**config.mk**
```make
export PLATFORM = sky130hd
export DESIGN_NAME = fdiv53_seq
export DESIGN_NICKNAME = d
export VERILOG_FILES = /design/src/rtl/fdiv53_seq_pkg.sv /design/src/rtl/fdiv53_seq_divstage.sv /design/src/rtl/fdiv53_seq.sv
export SDC_FILE = /design/constraint.sdc
export NUM_CORES = 2
export LEC_CHECK = 0
export CAP_MARGIN = 20
export CORE_ASPECT_RATIO = 1.5
export CORE_MARGIN = 2
export CORE_UTILIZATION = 50
export DETAILED_ROUTE_END_ITERATION = 8
export PLACE_DENSITY_LB_ADDON = 0.12
export SLEW_MARGIN = 30
export SYNTH_ARGS = -nofsm -noshare
export SYNTH_HDL_FRONTEND = slang
export SYNTH_SLANG_ARGS = --single-unit
```
**constraint.sdc**
```tcl
create_clock -name i_clk -period 42.7 [get_ports i_clk]
set_input_delay 8.54 -clock i_clk [delete_from_list [all_inputs] [get_ports i_clk]]
set_output_delay 8.54 -clock i_clk [all_outputs]
set_load 0.02 [all_outputs]
```
**src/rtl/fdiv53_seq_pkg.sv**
```systemverilog
// Shared types and constants for the iterative 53-bit mantissa divider sequencer.
package fdiv53_seq_pkg;

   localparam int STEPS_DEF = 7;
   localparam int QW = 8 * STEPS_DEF;
   localparam logic [6:0] LSHIFT_NONE = 7'(QW);

   typedef enum logic [1:0] {
      IDLE = 2'd0,
      BUSY = 2'd1,
      DONE = 2'd2
   } state_e;

   typedef struct packed {
      state_e          state;
      logic [2:0]      cnt;
      logic [52:0]     resid;
      logic [52:0]     divisor;
      logic [QW-1:0]   quotient;
      logic [6:0]      lshift;
      logic            found;
      logic            dbz;
   } regs_t;

endpackage

```
**src/rtl/fdiv53_seq_divstage.sv**
```systemverilog
// Combinational radix-256 restoring divide step: 8 quotient bits, new residual and
// the leading-zero index of the most significant quotient bit produced.
module divstage53 (
   input  logic [60:0] i_dividend,
   input  logic [52:0] i_divisor,
   input  logic        i_mux_ena,
   input  logic [55:0] i_muxind,
   output logic [7:0]  o_bits,
   output logic [52:0] o_dif,
   output logic [6:0]  o_muxind,
   output logic        o_muxind_rdy
);

   logic [60:0] rem;
   logic [60:0] sub;
   logic [7:0]  q;
   logic        unused_rem_hi;

   // Quotient is known to be < 256, so eight conditional subtractions suffice.
   always_comb begin
      rem = i_dividend;
      sub = '0;
      q   = '0;
      for (int k = 7; k >= 0; k--) begin
         sub = {8'h00, i_divisor} << k;
         if (rem >= sub) begin
            rem  = rem - sub;
            q[k] = 1'b1;
         end
      end
   end

   always_comb begin
      o_muxind = '0;
      for (int j = 0; j < 8; j++) begin
         if (q[j]) o_muxind = i_muxind[7*j +: 7];
      end
   end

   assign o_bits        = q;
   assign o_dif         = rem[52:0];
   assign o_muxind_rdy  = i_mux_ena && (q != 8'h00);
   assign unused_rem_hi = |rem[60:53];

endmodule

```
**src/rtl/fdiv53_seq.sv**
```systemverilog
// Sequencer driving divstage53 for STEPS cycles; packs quotient and leading-zero shift.
// Optional FDIV53_RESID_EN adds o_resid_zero (exact-quotient flag).
module fdiv53_seq
   import fdiv53_seq_pkg::*;
#(
   parameter int STEPS = STEPS_DEF
) (
   input  logic              i_clk,
   input  logic              i_rst,
   input  logic              i_ena,
   input  logic [52:0]       i_divident,
   input  logic [52:0]       i_divisor,
   output logic              o_ready,
   output logic              o_valid,
   output logic [8*STEPS-1:0] o_result,
   output logic [6:0]        o_lshift,
`ifdef FDIV53_RESID_EN
   output logic              o_resid_zero,
`endif
   output logic              o_dbz
);

   localparam int QWL = 8 * STEPS;
   localparam logic [6:0] LSHIFT_EMPTY = 7'(QWL);
   localparam logic [2:0] LAST_CNT = 3'(STEPS - 1);

   regs_t       r_q, r_d;
   logic [60:0] st_dividend;
   logic [55:0] st_muxind;
   logic [7:0]  st_bits;
   logic [52:0] st_dif;
   logic [6:0]  st_mux_o;
   logic        st_mux_rdy;

`ifdef FDIV53_RESID_EN
   logic rz_q, rz_d;
`endif

   always_comb begin
      st_dividend = (r_q.cnt == 3'd0) ? {8'h00, r_q.resid} : {r_q.resid, 8'h00};
      st_muxind   = '0;
      for (int j = 0; j < 8; j++) begin
         st_muxind[7*j +: 7] = 7'({r_q.cnt, 3'b000}) + 7'(7 - j);
      end
   end

   divstage53 u_stage (
      .i_dividend   (st_dividend),
      .i_divisor    (r_q.divisor),
      .i_mux_ena    (!r_q.found),
      .i_muxind     (st_muxind),
      .o_bits       (st_bits),
      .o_dif        (st_dif),
      .o_muxind     (st_mux_o),
      .o_muxind_rdy (st_mux_rdy)
   );

   always_comb begin
      r_d = r_q;
`ifdef FDIV53_RESID_EN
      rz_d = rz_q;
`endif
      case (r_q.state)
         IDLE: begin
            if (i_ena) begin
               r_d.divisor  = i_divisor;
               r_d.resid    = i_divident;
               r_d.cnt      = 3'd0;
               r_d.found    = 1'b0;
               r_d.quotient = '0;
               r_d.lshift   = 7'd0;
`ifdef FDIV53_RESID_EN
               rz_d = 1'b0;
`endif
               if (i_divisor == '0) begin
                  r_d.state    = DONE;
                  r_d.dbz      = 1'b1;
                  r_d.quotient = '1;
               end else begin
                  r_d.state = BUSY;
                  r_d.dbz   = 1'b0;
               end
            end
         end
         BUSY: begin
            r_d.quotient = {r_q.quotient[QW-9:0], st_bits};
            r_d.resid    = st_dif;
            r_d.cnt      = r_q.cnt + 3'd1;
            if (st_mux_rdy) begin
               r_d.lshift = st_mux_o;
               r_d.found  = 1'b1;
            end
            if (r_q.cnt == LAST_CNT) begin
               r_d.state = DONE;
               if (!r_q.found && !st_mux_rdy) r_d.lshift = LSHIFT_EMPTY;
`ifdef FDIV53_RESID_EN
               rz_d = (st_dif == '0);
`endif
            end
         end
         DONE:    r_d.state = IDLE;
         default: r_d.state = IDLE;
      endcase
   end

   always_ff @(posedge i_clk) begin
      if (i_rst) r_q <= '0;
      else       r_q <= r_d;
   end

`ifdef FDIV53_RESID_EN
   always_ff @(posedge i_clk) begin
      if (i_rst) rz_q <= 1'b0;
      else       rz_q <= rz_d;
   end
   assign o_resid_zero = rz_q;
`endif

   assign o_ready  = (r_q.state == IDLE);
   assign o_valid  = (r_q.state == DONE);
   assign o_result = r_q.quotient[QWL-1:0];
   assign o_lshift = r_q.lshift;
   assign o_dbz    = r_q.dbz;

endmodule

```
==> impl_metrics.tcl <==
set metrics [dict create \
    min_from "o_lshift[6]" \
    routed_wl_mm 156 \
    status "finished clean" \
    layout-drive-gt1-share_pct 6.94 \
    ys_seq_area_share_pct 9.77 \
    die-width_um 223 \
    finalCritPeriodShare_pct 93.2 \
    ant_nets 0 \
    ys_types 105 \
    finalHoldViolCount 0 \
    grt_max_degree 99 \
    grt_pass1_wl_mm 229 \
    wl_per_cell_um 25.4 \
    required_ns 43.06 \
    numClockSinks 176 \
    reg2reg_depth 147 \
    dr.pass1.iters 6 \
    setup_ws_ns 2.91 \
    async_reset_ff_share_pct 0 \
    crit_top_cell "o21ai_0" \
    cts_tree "yes" \
    rsz0062_at_grt "false" \
    netlist_area_sq_mm 0.0361 \
    grt_pass1_vias 37800 \
    initialDrtViolationCount 3553 \
    hold_end "o_lshift[6]" \
    fin_crit_ns 39.79 \
    max_stage_delay_ns 0.71 \
    rows 120 \
    maxSlewViolCount 0 \
    vias_per_cell 6.48 \
    maxCapViolCount 0 \
    antenna_found_initial 2 \
    r2r_setup_slack_ns 2.91 \
    drcViolationCount 0 \
    grt_remaining_overflow 0 \
    ctsHoldBuffers 0 \
    tightest_slew_ns 1.07 \
    avgSynthCellArea_sq_um 6.95 \
    grt_use_total_pct 40.4 \
    timing.fmax_mhz 25.1 \
    io_buffers 174 \
    setup_viol 0 \
    initial_core_util_pct 50.5 \
    final_cell_mix "nand2_1 (691), a21oi_1 (600), ha_1 (427), nor2_1 (401), o21ai_0 (326)" \
    final.setup.tns_ns 0 \
    startpoint "r_q[171]" \
    cp-end-kind "flip-flop" \
    cts_setup_buffers 0 \
    max-slew-margin-rel_pct 28.2 \
    core_sq_mm 0.0715 \
    crit_fanout 54 \
    clkSlewWorstSetupHoldPaths_ns 0.08 \
    hold_path_depth 2 \
    final_common_cell "nand2_1" \
    synthCells 5187 \
    dp_slack_ns 2.95 \
    place_congestion 1.04 \
    num_vias 39700 \
    ys_ff_latch 176 \
    htreeDepth 4 \
    synth_edf_count 0 \
    path_class "reg2reg" \
    hold_class "reg2reg" \
    fill_cells 7319 \
    dieArea_sq_mm 0.0743 \
    cp-start-kind "flip-flop" \
    ios 175 \
    rr_endpoint "r_q[148]" \
    clkLatencyLatePin_ns 0.47 \
    clock-root-buffer "clkbuf_16" \
    worstReg2RegStart "r_q[171]" \
    crit_arrival_ns 40.16 \
    layout.nets 5745 \
    hpwl_mm 126 \
    clock_skew_ns 0.0143 \
    area_growth_pct 8.23 \
    cp_slowest_cell "or4_4" \
    yosysWarnings 0 \
    synth_ff_type "dfxtp_1" \
    cts_buffer_depth 2 \
    dieHeight_um 333 \
    cts_buffers 17 \
    synth_nets 5731 \
]
flip-flops by register name, summed over array words and instances, names as in the netlist:
register  flops
r_q         112
o_result     56
o_lshift      7
o_dbz         1
cells by family (layout without fill, tap and decap cells):
group	Yosys count	after routing	share of synthesized area [%]
adders and majority gates	435	435	15.3
other	0	1	0
xor gates and xnor gates	351	351	8.53
DFF	176	176	9.77
AOI/OAI and AO/OA	1730	1730	30.5
and+or+nand+nor	1843	1843	24.2
muxes	191	191	6.04
buffers and inverters	461	488	5.68
metal layers:
layer | up-vias | global-route usage (%) | share of wire (%)
met4 | 4 | 37.8 | 11
met1 | 18500 | 44.9 | 37
li1 | 18900 | - | -
met3 | 614 | 5.83 | 6.4
met2 | 1636 | 66.3 | 45
met5 | - | 0 | 0.017
critical path: cells and delay by family, from the launching register on:
family / cells / cell delay [ns]
compound gates: 93 / 25.27
mux: 5 / 1.77
flops: 1 / 0.36
buf+inv: 8 / 2.60
simple gates: 31 / 6.33
fa+ha+maj: 10 / 3.13
synthesized netlist by cell type (all sizes together), types with 7 or more instances:
library cell	number	area share, %
a41oi	9	0.24
fa	8	0.44
a211oi	85	1.8
nor2b	69	1.2
mux2	166	5.3
a31o	7	0.17
o31a	17	0.41
nand3	117	1.6
xnor2	245	6.0
nor3	113	1.7
buf	118	2.1
o211ai	27	0.59
a31oi	70	1.2
mux2i	25	0.73
nand2	694	7.2
a21oi	602	8.4
a221oi	8	0.19
o21bai	59	1.2
and3	67	1.2
o31ai	38	0.81
o21ai	331	4.6
nand4	81	1.4
a21boi	25	0.52
or4	22	0.48
clkbuf	151	1.6
dfxtp	176	9.8
o21a	64	1.3
or3	30	0.52
inv	192	2.0
a2111oi	13	0.46
a21o	248	5.2
and4	19	0.46
ha	427	15
nor3b	11	0.23
a211o	16	0.39
o311a	33	0.92
xor2	106	2.6
o41ai	9	0.24
nand2b	100	1.8
nor4	46	0.87
nor2	403	4.2
and2	31	0.54
or2	18	0.31
final cells by class:
type                    instances  area (sq um)  share of cell area (%)
inverters                     192           721                    1.85
clock buffers                  17           425                    1.09
diodes                          1          2.50                 0.00641
flip-flops and latches        176          3520                    9.03
repair buffers                264          2420                    6.21
well taps                     915          1140                    2.93
clock inverters                15           179                   0.458
multi-input cells            4550         30600                    78.4
worst max path at each step:
stage	end	depth (start not counted)	slack, ns
after detailed placement	r_q[148]	147	2.95
after CTS	r_q[148]	147	2.71
after floorplan	r_q[125]	167	6.76
after global placement	r_q[148]	147	3.70
after global routing	r_q[150]	151	0.02
final	r_q[148]	147	2.91
stage by stage:
| stage | cell area, sq um | instances | hold slack, ns | util [%] |
|---|---|---|---|---|
| after detailed placement | 38400 | 6097 | 0.435 | 53.7 |
| after floorplan | 36100 | 5187 | 0.425 | - |
| after global routing | 39000 | 6129 | 0.473 | 54.6 |
| after global placement | 38400 | 6097 | 0.437 | 53.7 |
| after CTS | 39000 | 6129 | 0.448 | 54.6 |
| final | 39000 | 6130 | 0.446 | 54.6 |
timing repair:
action	4_1_cts	5_1_grt
setup endpoints to repair	0	62
hold endpoints to repair	0	0
gates resized for setup	0	6
Power is not shown: default switching activity piles up to over one toggle a cycle in this logic, so the estimate is an artifact.
